--- src/rtl/mem_port_arbiter.sv ---
// Arbitrates one single-ported unified memory between instruction fetch and the
// load/store path, with D-side lane steering and load extension.
module mem_port_arbiter #(
  parameter int unsigned ADDR_W       = 32,
  parameter int unsigned MAX_DATA_RUN = 4
) (
  input  logic              clk,
  input  logic              rst_n,
  input  logic              if_req,
  input  logic [ADDR_W-1:0] if_addr,
  output logic              if_ack,
  output logic [31:0]       if_rdata,
  input  logic              d_req,
  input  logic              d_we,
  input  logic [1:0]        d_size,
  input  logic              d_unsigned,
  input  logic [ADDR_W-1:0] d_addr,
  input  logic [31:0]       d_wdata,
  output logic              d_ack,
  output logic [31:0]       d_rdata,
  output logic              d_err,
  output logic              mem_req,
  output logic              mem_we,
  output logic [ADDR_W-1:0] mem_addr,
  output logic [3:0]        mem_be,
  output logic [31:0]       mem_wdata,
  input  logic [31:0]       mem_rdata,
  input  logic              mem_ready,
  output logic              busy
);

  localparam int unsigned RUN_W = (MAX_DATA_RUN < 1) ? 1 : $clog2(MAX_DATA_RUN + 1);

  typedef enum logic [1:0] {IDLE, BUSY_IF, BUSY_D, RESP} state_t;

  state_t           state;
  logic [RUN_W-1:0] data_run;
  logic [1:0]       lat_lo;
  logic [1:0]       lat_size;
  logic             lat_unsigned;
  logic             lat_we;

  logic             run_full;
  logic             pick_d;
  logic             pick_if;
  logic             d_misaligned;
  logic [3:0]       d_be;
  logic [31:0]      d_lanes;
  logic [31:0]      load_shifted;
  logic [31:0]      load_data;
  logic [1:0]       unused_if_lo;

  assign unused_if_lo = if_addr[1:0];

  // IF wins a contested cycle only once D has used up its run allowance
  assign run_full = (MAX_DATA_RUN != 0) && (data_run == RUN_W'(MAX_DATA_RUN));
  assign pick_d   = d_req && !(if_req && run_full);
  assign pick_if  = if_req && !pick_d;

  assign d_misaligned = (d_size == 2'b11) ||
                        ((d_size == 2'b01) && d_addr[0]) ||
                        ((d_size == 2'b10) && (d_addr[1:0] != 2'b00));

  always_comb begin
    d_be    = 4'b1111;
    d_lanes = d_wdata;
    case (d_size)
      2'b00: begin
        d_be    = 4'b0001 << d_addr[1:0];
        d_lanes = {4{d_wdata[7:0]}};
      end
      2'b01: begin
        d_be    = 4'b0011 << d_addr[1:0];
        d_lanes = {2{d_wdata[15:0]}};
      end
      default: ;
    endcase
  end

  // Right-align the addressed lane of the returned word, then extend
  always_comb begin
    load_shifted = mem_rdata >> {lat_lo, 3'b000};
    load_data    = load_shifted;
    case (lat_size)
      2'b00: load_data = lat_unsigned ? {24'h0, load_shifted[7:0]}
                                      : {{24{load_shifted[7]}}, load_shifted[7:0]};
      2'b01: load_data = lat_unsigned ? {16'h0, load_shifted[15:0]}
                                      : {{16{load_shifted[15]}}, load_shifted[15:0]};
      default: ;
    endcase
  end

  always_ff @(posedge clk or negedge rst_n) begin
    if (!rst_n) begin
      state        <= IDLE;
      data_run     <= '0;
      lat_lo       <= 2'b00;
      lat_size     <= 2'b00;
      lat_unsigned <= 1'b0;
      lat_we       <= 1'b0;
      if_ack       <= 1'b0;
      if_rdata     <= '0;
      d_ack        <= 1'b0;
      d_rdata      <= '0;
      d_err        <= 1'b0;
      mem_req      <= 1'b0;
      mem_we       <= 1'b0;
      mem_addr     <= '0;
      mem_be       <= 4'b0000;
      mem_wdata    <= '0;
      busy         <= 1'b0;
    end else begin
      case (state)
        IDLE: begin
          if (pick_d) begin
            if (if_req) data_run <= run_full ? data_run : data_run + RUN_W'(1);
            else        data_run <= '0;
            lat_lo       <= d_addr[1:0];
            lat_size     <= d_size;
            lat_unsigned <= d_unsigned;
            lat_we       <= d_we;
            busy         <= 1'b1;
            if (d_misaligned) begin
              // Illegal access answers straight away without touching memory
              state   <= RESP;
              d_ack   <= 1'b1;
              d_err   <= 1'b1;
              d_rdata <= '0;
            end else begin
              state     <= BUSY_D;
              mem_req   <= 1'b1;
              mem_we    <= d_we;
              mem_addr  <= {d_addr[ADDR_W-1:2], 2'b00};
              mem_be    <= d_be;
              mem_wdata <= d_lanes;
            end
          end else if (pick_if) begin
            data_run <= '0;
            state    <= BUSY_IF;
            busy     <= 1'b1;
            mem_req  <= 1'b1;
            mem_we   <= 1'b0;
            mem_addr <= {if_addr[ADDR_W-1:2], 2'b00};
            mem_be   <= 4'b1111;
          end
        end
        BUSY_IF: begin
          if (mem_ready) begin
            state    <= RESP;
            mem_req  <= 1'b0;
            if_ack   <= 1'b1;
            if_rdata <= mem_rdata;
          end
        end
        BUSY_D: begin
          if (mem_ready) begin
            state   <= RESP;
            mem_req <= 1'b0;
            mem_we  <= 1'b0;
            d_ack   <= 1'b1;
            d_err   <= 1'b0;
            d_rdata <= lat_we ? 32'h0 : load_data;
          end
        end
        RESP: begin
          state  <= IDLE;
          busy   <= 1'b0;
          if_ack <= 1'b0;
          d_ack  <= 1'b0;
        end
        default: state <= IDLE;
      endcase
    end
  end

endmodule

--- config.mk ---
export PLATFORM = sky130hd
export DESIGN_NAME = mem_port_arbiter
export DESIGN_NICKNAME = d
export VERILOG_FILES = /design/src/rtl/mem_port_arbiter.sv
export SDC_FILE = /design/constraint.sdc
export NUM_CORES = 1
export LEC_CHECK = 0
export BUFFER_PORTS_ARGS = -buffer_cell sky130_fd_sc_hd__buf_2
export CORE_MARGIN = 1.5
export CORE_UTILIZATION = 53
export CTS_BUF_LIST = sky130_fd_sc_hd__clkbuf_16
export DETAILED_ROUTE_END_ITERATION = 8
export PLACE_DENSITY = 0.86
export SLEW_MARGIN = 20
export SYNTH_ARGS = -nofsm -noshare
export SYNTH_HDL_FRONTEND = slang
export SYNTH_SLANG_ARGS = --single-unit
--- constraint.sdc ---
create_clock -name clk -period 6 [get_ports clk]
set_clock_uncertainty 0.15 [all_clocks]
set_input_delay 1.8 -clock clk [delete_from_list [all_inputs] [get_ports clk]]
set_output_delay 1.8 -clock clk [all_outputs]
set_load 0.02 [all_outputs]
==> results.yml <==
clocking:
  cts_hold_buffers: 0
  cts_root_buf: "clkbuf_16"
  post_cts_resized: 0
  clk_pin_slew_ns: 0.05
  cts_made_buffers: 17
  clockBufferDepth: 2
  cts_tree: "done"
  htreeDepth: 4
  postCtsSetupBuffers: 0
  cts.sinks: 147
  clk_latency_ns: 0.42
timing:
  fin_tns_setup_ns: 0
  min_period_over_period_pct: 64.6
  rsz0062_at_grt: "no"
  fmax_ghz: 0.258
  drv_slew: 0
  finalHoldViolations: 0
  max_slew.worst_pin.slew_ns: 1.11
  setup_viol: 0
  hold_slack_ns: 0.322
  final.min_clock_period_ns: 3.88
  relSlewSlack_pct: 25.7
placed_design:
  place.gp.congestion: 0.828
  place_hpwl_mm: 13.8
  portBuffers: 270
routing:
  num_vias: 5958
  final_antenna_net_count: 0
  totalWireLength_mm: 18.9
  drt_iter0_drc: 406
  dr.pass1.iters: 5
  drcViolationCount: 0
  wl_per_cell_um: 17.6
  via_per_inst: 5.55
die:
  start_util_pct: 54.9
  core_area_sq_mm: 0.0128
  die-area_sq_mm: 0.0139
  io_pins: 275
  die_w_um: 118
  die_h_um: 118
  row_count: 41
hold_path:
  hp-start: "mem_wdata[25]"
  hold_depth: 2
  min_delay_worst_endpoint: "mem_wdata[25]"
  min_path_type: "flop to flop"
grt:
  grt_usage_pct: 27.5
  grt_max_degree: 87
  grt_pass1_vias: 5737
  grt_antenna_before_repair: 1
  grt_pass1_wl_mm: 29.7
  grt_overflow_total: 0
yosys:
  synth-edff-count: 0
  synth_simple_gate_area_share_pct: 9.10
  ys_ff_latch: 147
  ys.flop_type: "dfrtp_1"
  synth_fa_ha_area_share_pct: 1.25
  avgSynthCellArea_sq_um: 11.0
  ys_async_sr_fraction_pct: 100
  netlist_area_sq_mm: 0.00701
  synth_compound_area_share_pct: 15.1
  syn_inst: 640
  seq_area_frac_synth_pct: 52.5
  yosys_warnings: 0
  synthMuxAreaShare_pct: 18.3
  synth_top_family_by_area: "multiplexers"
  synth_cell_type_count: 47
  synth_xor_area_share_pct: 0
cells_and_area:
  fin_nets: 1035
  final_cell_mix: "buf_2, dfrtp_1, mux2i_1"
  syn_to_final_growth_pct: 27.2
  antenna_cells: 0
  drive_gt1_share_pct: 39.3
  final_common_cell: "buf_2"
worst_setup_path:
  slowest_stage: "nor2b_4"
  regToRegStartpoint: "state[1]"
  crit_required_ns: 6.18
  rrSetupSlack_ns: 3.02
  cp.arrival_ns: 4.06
  setup.worst_path.start_class: "primary input"
  slowest_delay_ns: 0.82
  setup.worst_path.class: "primary input to flop"
  critical-path-top-delay-family: "simple AND/OR/NAND/NOR gates"
  crit_path_cell_trace: "buf_2 > nor3_2 > nand4bb_4 > nor2b_4 > buf_4 > nor2_1 > a21oi_1"
  rr_worst_depth: 7
  endpoint_kind: "flop"
  critPathBufInv: 2
  cp_max_fo: 51
  worstReg2RegEnd: "mem_addr[3]"
power_and_ir_drop:
  finalPower_w: 0.00503
  power_density_mw_per_mm2: 564
  leakagePower_nw: 4.51
  vdd_drop_max_v: 0.000389
status:
  status: "finished, final reports clean"
job:
  max_cap_violations: 0
==> where the power goes <==
| part | switching [W] | total, W | internal (W) |
|---|---|---|---|
| combinational | 0.00144 | 0.00233 | 0.000889 |
| sequential | 0.000308 | 0.00178 | 0.00147 |
| clock | 0.000380 | 0.000929 | 0.000548 |
| total | 0.00213 | 0.00503 | 0.00290 |
==> how the worst max path moves through the flow <==
stage                   start     endpoint  slack, ns  depth (start not counted)
finish              d_size[0]  mem_addr[3]       2.12                          7
detailed placement  d_size[0]  mem_addr[3]       1.70                          7
global placement    d_size[0]  mem_addr[8]       1.79                          7
floorplan           d_size[0]       mem_we       2.69                          6
global route        d_size[0]  mem_addr[3]       1.91                          7
CTS                 d_size[0]  mem_addr[3]       2.16                          7
==> sequential cells by signal (all words and copies together) (netlist names) <==
name and cells:
busy 1, state 2, mem_we 1, lat_we 1, mem_req 1, lat_lo 2
lat_size 2, d_err 1, data_run 3, mem_be 4, mem_wdata 32, if_rdata 32
d_rdata 32, if_ack 1, d_ack 1, lat_unsigned 1, mem_addr 30
==> synthesized netlist by cell type, types with 2 or more instances <==
cell        n  area, sq um
dfrtp_1   147         3680
buf_1       4         15.0
mux2_2     45          507
buf_4      11         82.6
o21ai_1    11         55.1
nor3_1      2         10.0
a22o_1     21          184
a31oi_1     5         31.3
a211oi_1    2         15.0
mux2i_1    73          731
ha_1        7         87.6
o21ai_0    44          220
a21oi_1    58          290
nand2b_1    3         18.8
nor2_1     62          233
inv_1       6         22.5
nand3b_1    2         15.0
a32o_1      9         90.1
mux2_1      2         22.5
a211o_1     8         70.1
and2_1      2         12.5
nor2b_1    11         68.8
clkbuf_1    9         33.8
buf_2      22          110
nand2_1    51          191
nor3_2      2         20.0
==> stage by stage <==
step                cells  utilization [%]  area, sq um  setup WS [ns]
finish               1073             69.9         8920           2.12
global route         1073             69.9         8920           1.91
CTS                  1073             69.9         8920           2.16
detailed placement   1044             65.9         8420           1.70
global placement     1044             65.9         8420           1.79
floorplan             641                -         7020           2.69
==> layer usage <==
metal  part of all wire (%)  GRT usage (%)  vias up
li1                       -              -     2782
met1                     40           33.2     2856
met2                     51           46.5      273
met3                    6.0           6.35       45
met4                    3.0           13.0        2
met5                  0.085              0        -
==> worst reg2reg max path: cells and delay by family, from the launching register on <==
family          cells  cell delay [ns]
compound gates      2             0.50
buf+inv             2             0.48
flops               1             0.42
simple gates        2             0.90
fa+ha+maj           1             0.44
==> layout make-up <==
type                    instances  area, sq um
fillers                       937         3850
flip-flops and latches        147         3680
multi-input cells             442         3090
repair buffers                277         1410
clock buffers                  17          425
well taps                     172          215
clock inverters                12         80.1
inverters                       6         22.5
==> cell families (layout without fill, tap and decap cells) <==
logic type,after synthesis,in the layout
AOI/OAI and AO/OA,170,170
DFF,147,147
and+or+nand+nor,142,142
muxes,121,121
buffers and inverters,52,312
adders and majority gates,7,7
other,1,2
No activity file was read; power rests on OpenSTA's default activity.
